===== config.mk =====
export PLATFORM = sky130hd
export DESIGN_NAME = uart_transmitter_flat
export DESIGN_NICKNAME = d
export VERILOG_FILES = /design/src/rtl/uart_pkg.sv /design/src/rtl/uart_transmitter_if.sv /design/src/rtl/uart_baud_gen.sv /design/src/rtl/uart_transmitter.sv /design/src/flat_wrapper.sv
export SDC_FILE = /design/constraint.sdc
export NUM_CORES = 1
export LEC_CHECK = 0
export CAP_MARGIN = 30
export CORE_ASPECT_RATIO = 0.8
export CORE_UTILIZATION = 30
export DETAILED_ROUTE_END_ITERATION = 6
export RECOVER_POWER = 25
export SETUP_SLACK_MARGIN = 0.02
export SLEW_MARGIN = 20
export SYNTH_ARGS = -nofsm -noshare
export SYNTH_HDL_FRONTEND = slang
export SYNTH_SLANG_ARGS = --single-unit

===== constraint.sdc =====
create_clock -name clk -period 2.2 [get_ports clk]
set_input_delay 0.22 -clock clk [delete_from_list [all_inputs] [get_ports clk]]
set_output_delay 0.22 -clock clk [all_outputs]
set_load 0.05 [all_outputs]

===== src/rtl/uart_pkg.sv =====
// Shared types and line levels for the UART transmitter.
// Latency: n/a (definitions only).
// Backpressure: n/a.
package uart_pkg;

  // Frame sequencer states; PARITY is only reachable when UART_TX_PARITY_EN is defined.
  typedef enum logic [2:0] {
    IDLE,
    START,
    DATA,
    PARITY,
    STOP
  } state_t;

  localparam int   DATA_BITS   = 8;
  localparam logic IDLE_LEVEL  = 1'b1;
  localparam logic START_LEVEL = 1'b0;
  localparam logic STOP_LEVEL  = 1'b1;

endpackage


===== src/rtl/uart_transmitter_if.sv =====
// Byte-request / line-status bundle between a byte producer and the UART transmitter.
// Latency: n/a (wiring only).
// Backpressure: producer holds start until busy is seen; requests while busy are dropped.
interface uart_transmitter_if;
  import uart_pkg::*;

  logic                 en;
  logic                 start;
  logic [DATA_BITS-1:0] data_in;
  logic                 busy;
  logic                 done;
  logic                 out;

  modport master (output en, output start, output data_in,
                  input  busy, input done, input out);
  modport slave  (input  en, input start, input data_in,
                  output busy, output done, output out);
endinterface


===== src/rtl/uart_baud_gen.sv =====
// Bit-period timer: counts 0..CLKS_PER_BIT-1 and flags the last cycle of each bit.
// Latency: bit_tick_o is combinational from the counter register.
// Backpressure: none; clr_i holds the counter at zero (idle or abort).
module uart_baud_gen #(
  parameter int CLKS_PER_BIT = 868
) (
  input  logic clk,
  input  logic rst_n,
  input  logic clr_i,
  output logic bit_tick_o
);
  localparam int            CW   = (CLKS_PER_BIT > 1) ? $clog2(CLKS_PER_BIT) : 1;
  localparam logic [CW-1:0] LAST = CW'(CLKS_PER_BIT - 1);

  logic [CW-1:0] cnt_q, cnt_d;

  assign bit_tick_o = !clr_i && (cnt_q == LAST);

  // Free-run within a bit, wrap on the last cycle, park at zero when cleared.
  always_comb begin
    cnt_d = cnt_q + 1'b1;
    if (clr_i || bit_tick_o) cnt_d = '0;
  end

  // Counter register.
  always_ff @(posedge clk or negedge rst_n) begin
    if (!rst_n) cnt_q <= '0;
    else        cnt_q <= cnt_d;
  end
endmodule


===== src/rtl/uart_transmitter.sv =====
// UART transmitter, 8N1 LSB first; UART_TX_PARITY_EN inserts an even-parity bit (8E1).
// Latency: line goes low the cycle after an accepted start; all outputs registered.
// Backpressure: start sampled only in IDLE with en high; requests during a frame are dropped.
module uart_transmitter
  import uart_pkg::*;
#(
  parameter int CLKS_PER_BIT = 868
) (
  input  logic               clk,
  input  logic               rst_n,
  uart_transmitter_if.slave  tx_if
);
  localparam logic [2:0] LAST_IDX = 3'(DATA_BITS - 1);

  state_t               state_q, state_d;
  logic [DATA_BITS-1:0] data_q, data_d;
  logic [2:0]           idx_q, idx_d;
  logic                 out_q, out_d;
  logic                 busy_q, busy_d;
  logic                 done_q, done_d;
  logic                 bit_tick;

  // Bit timer is held clear while idle or when the enable drops so every bit starts fresh.
  uart_baud_gen #(.CLKS_PER_BIT(CLKS_PER_BIT)) u_baud (
    .clk        (clk),
    .rst_n      (rst_n),
    .clr_i      ((state_q == IDLE) || !tx_if.en),
    .bit_tick_o (bit_tick)
  );

  // Next-state and next-output: the output registers take the level of the state being entered.
  always_comb begin
    state_d = state_q;
    data_d  = data_q;
    idx_d   = idx_q;
    out_d   = out_q;
    busy_d  = busy_q;
    done_d  = 1'b0;
    if (!tx_if.en) begin
      state_d = IDLE;
      idx_d   = '0;
      out_d   = IDLE_LEVEL;
      busy_d  = 1'b0;
    end else begin
      case (state_q)
        IDLE: begin
          out_d  = IDLE_LEVEL;
          busy_d = 1'b0;
          if (tx_if.start) begin
            state_d = START;
            data_d  = tx_if.data_in;
            idx_d   = '0;
            out_d   = START_LEVEL;
            busy_d  = 1'b1;
          end
        end
        START: if (bit_tick) begin
          state_d = DATA;
          out_d   = data_q[0];
        end
        DATA: if (bit_tick) begin
          if (idx_q == LAST_IDX) begin
`ifdef UART_TX_PARITY_EN
            state_d = PARITY;
            out_d   = ^data_q;
`else
            state_d = STOP;
            out_d   = STOP_LEVEL;
`endif
          end else begin
            idx_d = idx_q + 3'd1;
            out_d = data_q[idx_q + 3'd1];
          end
        end
        PARITY: if (bit_tick) begin
          state_d = STOP;
          out_d   = STOP_LEVEL;
        end
        STOP: if (bit_tick) begin
          state_d = IDLE;
          out_d   = IDLE_LEVEL;
          busy_d  = 1'b0;
          done_d  = 1'b1;
        end
        default: begin
          state_d = IDLE;
          out_d   = IDLE_LEVEL;
          busy_d  = 1'b0;
        end
      endcase
    end
  end

  // State, frame data and registered outputs; reset returns the line high immediately.
  always_ff @(posedge clk or negedge rst_n) begin
    if (!rst_n) begin
      state_q <= IDLE;
      data_q  <= '0;
      idx_q   <= '0;
      out_q   <= IDLE_LEVEL;
      busy_q  <= 1'b0;
      done_q  <= 1'b0;
    end else begin
      state_q <= state_d;
      data_q  <= data_d;
      idx_q   <= idx_d;
      out_q   <= out_d;
      busy_q  <= busy_d;
      done_q  <= done_d;
    end
  end

  assign tx_if.out  = out_q;
  assign tx_if.busy = busy_q;
  assign tx_if.done = done_q;
endmodule


===== src/flat_wrapper.sv =====
// flat-port wrapper written by rule: the top's interface ports become plain ports
module uart_transmitter_flat import uart_pkg::*;
#(
  parameter int CLKS_PER_BIT = 868
)
  (clk, rst_n, tx_if_en, tx_if_start, tx_if_data_in, tx_if_busy, tx_if_done, tx_if_out);
  uart_transmitter_if tx_if_i ();
  input  logic clk;
  input  logic rst_n;
  input wire logic [$bits(tx_if_i.en)-1:0] tx_if_en;
  input wire logic [$bits(tx_if_i.start)-1:0] tx_if_start;
  input wire logic [$bits(tx_if_i.data_in)-1:0] tx_if_data_in;
  output wire logic [$bits(tx_if_i.busy)-1:0] tx_if_busy;
  output wire logic [$bits(tx_if_i.done)-1:0] tx_if_done;
  output wire logic [$bits(tx_if_i.out)-1:0] tx_if_out;
  assign tx_if_i.en = tx_if_en;
  assign tx_if_i.start = tx_if_start;
  assign tx_if_i.data_in = tx_if_data_in;
  assign tx_if_busy = tx_if_i.busy;
  assign tx_if_done = tx_if_i.done;
  assign tx_if_out = tx_if_i.out;
  uart_transmitter #(.CLKS_PER_BIT(CLKS_PER_BIT)) u_core (.clk(clk), .rst_n(rst_n), .tx_if(tx_if_i));
endmodule

==> results.md <==
* Status: completed
* Post-synthesis cell count at 122
* Syn. warnings at 0
* Most frequent cells in the layout: dfrtp_1 (26), nor2_1 (14), mux2_2 (13), clkdlybuf4s50_1 (13)
* Vias/cell at 4.84
* Syn avg cell area at 11.0 sq um
* Clk_lat worst skew at 270 ps
* WP data required at 2400 ps
* Post-synth EDFFs at 0
* Layout Skew at 2.20 ps
* NetSw at 0.239 mW
* Dominant synthesized flop cell: dfrtp_1
* H-tree Lvls at 1
* PD cells at 608 mW/mm^2
* Clock power frac at 28.8%
* Post-synthesis simple-gate area fraction at 16.9%
* Most common cell after layout, fill and taps aside: dfrtp_1
* Initial antenna violation count at 0
* Hold path depth at 1
* Die area at 0.00477 sq mm
* Placed cell count at 192
* Io pins at 15
* Total Wirelength at 2490 microns
* Worst hold start: u_core.u_baud.cnt_q[0]$_DFF_PN0_
* Clk buf depth at 2
* Fin crit share at 91.4%
* Max Fclk at 0.497 GHz
* Clock edge transition at the registers on the reported setup and hold paths at 90 ps
* Mapped cell area at 0.00135 sq mm
* Post-Synth XOR/XNOR Area at 5.85%
* Seq/Total Area, Yosys at 50.2%
* Antenna Diode Count at 0
* Mapped Nets at 137
* Vias in the first global route at 921
* Leak at 0.635 nW
* CTS tree: done
* Crit Path Category: flop to flop
* Final net count at 155
* WHS Endpoint: u_core.u_baud.cnt_q[0]$_DFF_PN0_
* Crit path max fanout at 5
* Non-Filler Instances at 196
* Largest net degree at the start of global routing at 28
* Inserted Clock Buffers at 3
* Slew Viols, Final at 0
* Setup bufs post-CTS at 0
* Worst R2R End: u_core.tx_if.out$_DFFE_PN1P_
* Seq pwr share at 57.0%
* Post-synthesis compound-gate area fraction at 8.91%
* RSZ-0062 raised after global routing: no
* Switching share of total power at 24.4%
* DP Wirelength at 1890 microns
* Worst Hold Class: flop to flop
* Via count at 949
* Drt initial violations at 37
* GRT Residual Overflow at 0
* Initial Util at 31.7%
* Worst reg-to-reg path cell count at 5
* Cts hold-fix bufs at 0
* Async SR Flop Fraction at 100%
* Main combinational cell family by area after synthesis: simple AND/OR/NAND/NOR gates
* Final Hold Vio Count at 0
* RR Startpoint: u_core.idx_q[0]$_DFFE_PN0P_
* Worst endpoint data arrival time at 2210 ps
* Crit path time final at 2010 ps
* Total negative slack at 0 ps
* DR DRC count at 0
* Pint at 0.742 mW
* Startpoint types: flop
* Total Routing Usage GR at 11.5%
* Comb power frac at 14.2%
* Fill count at 427
* Avg WL per Cell at 12.7 microns
* Count of different cell masters after synthesis at 37
* CP endpoint kind: flop
* R2R setup slack at 190 ps
* Setup violators final at 0
* Post-route ant nets at 0
* Adder-cell share of the synthesized area at 2.79%
* P&R area growth vs syn at 19.6%
* Row count at 21
* FF+latch count, synth at 27
* Max IR drop VDD at 0.212 mV
* Die Y at 61.9 microns
* Clk root buf: clkbuf_8
* Max cap viols at 0
* Max-slew headroom at 6.79%
* Die W at 76.9 microns
* Measured slew at the worst slew-check pin at 1400 ps
* Post-CTS Resized at 0
* Clk sinks at 27
* Fraction of layout instances using a drive strength above 1 at 17.3%
* First-pass GRT wire length at 4220 microns
* DR pass1 iterations at 4
* Core ar. at 0.00426 sq mm
* Multiplexer share of the synthesized area at 12.5%
* IO Port Bufs at 14
* GP Congestion at 0.792
[worst max-delay path, cell delays in order (launching register included)]
cell	delay, ps
dfrtp_1	420
ha_1	410
mux2_2	360
mux4_2	460
o21ai_0	190
a2bb2oi_1	90
[stage by stage]
step	cell area (sq um)	utilization [%]	power (mW)	hold WS, ps	worst slack [ps]
2_1_floorplan	1350	-	0.650	-75.6	368
3_3_place_gp	1570	36.8	0.707	473	312
3_5_place_dp	1570	36.8	0.711	474	190
4_1_cts	1620	37.9	0.997	323	171
5_1_grt	1610	37.9	1.03	522	54.1
6_report	1610	37.9	0.980	483	189
[cell usage after synthesis (all sizes together) (2+ instances only)]
master | n | area (sq um)
dfrtp | 26 | 651
nor2 | 14 | 52.6
mux2 | 13 | 146
nand3 | 7 | 35.0
xnor2 | 7 | 61.3
nand2 | 5 | 18.8
clkbuf | 4 | 15.0
inv | 4 | 15.0
nor3 | 4 | 20.0
o21ai | 4 | 20.0
ha | 3 | 37.5
a21boi | 2 | 15.0
a21oi | 2 | 10.0
a22o | 2 | 17.5
nand2b | 2 | 12.5
nor4 | 2 | 12.5
xor2 | 2 | 17.5
[cell type report]
class / count / area [sq um] / area share, %
Sequential cell: 27 / 677 / 42.0
Multi-Input combinational cell: 86 / 633 / 39.3
Timing Repair Buffer: 18 / 166 / 10.3
Tap cell: 57 / 71.3 / 4.43
Clock buffer: 3 / 41.3 / 2.56
Inverter: 4 / 15.0 / 0.932
Clock inverter: 1 / 7.51 / 0.466
[cells by family (layout without fill, tap and decap cells)]
logic type               count (synthesis)  after routing
AO/OA/AOI/OAI                           16             16
AND/OR/NAND/NOR                         44             44
multiplexers                            14             14
buffers and inverters                    9             26
flip-flops                              27             27
adder cells (fa/ha/maj)                  3              3
XOR/XNOR                                 9              9
[state kept, by name, indices dropped and copies added (netlist names)]
name / cells
u_core.tx_if.busy: 1
u_core.tx_if.out: 1
u_core.state_q: 3
u_core.u_baud.cnt_q: 10
u_core.tx_if.done: 1
u_core.data_q: 8
u_core.idx_q: 3
[worst max-delay path by stage]
stage	from	to	slack, ps	cells after the start
6_report	u_core.idx_q[0]$_DFFE_PN0P_	u_core.tx_if.out$_DFFE_PN1P_	190	5
5_1_grt	u_core.idx_q[0]$_DFFE_PN0P_	u_core.tx_if.out$_DFFE_PN1P_	50	5
4_1_cts	u_core.idx_q[0]$_DFFE_PN0P_	u_core.tx_if.out$_DFFE_PN1P_	170	5
3_5_place_dp	u_core.idx_q[0]$_DFFE_PN0P_	u_core.tx_if.out$_DFFE_PN1P_	190	5
3_3_place_gp	u_core.idx_q[0]$_DFFE_PN0P_	u_core.tx_if.out$_DFFE_PN1P_	310	5
2_1_floorplan	u_core.idx_q[0]$_DFFE_PN0P_	u_core.tx_if.out$_DFFE_PN1P_	370	5
[power groups by stage]
stage / sequential (mW) / combinational [mW] / clock, mW
finish: 0.559 / 0.139 / 0.282
global route: 0.564 / 0.154 / 0.316
CTS: 0.559 / 0.143 / 0.295
detailed placement: 0.569 / 0.142 / 0
global placement: 0.569 / 0.138 / 0
floorplan: 0.568 / 0.0811 / 0
[metal layers]
layer,routed length [microns],global-route usage [%],vias up
met5,0,0,-
met4,0,3.85,0
met3,87,3.07,0
met2,1190,19.8,20
met1,1210,14.5,462
li1,-,-,467
(Power assumes the default switching activity.)
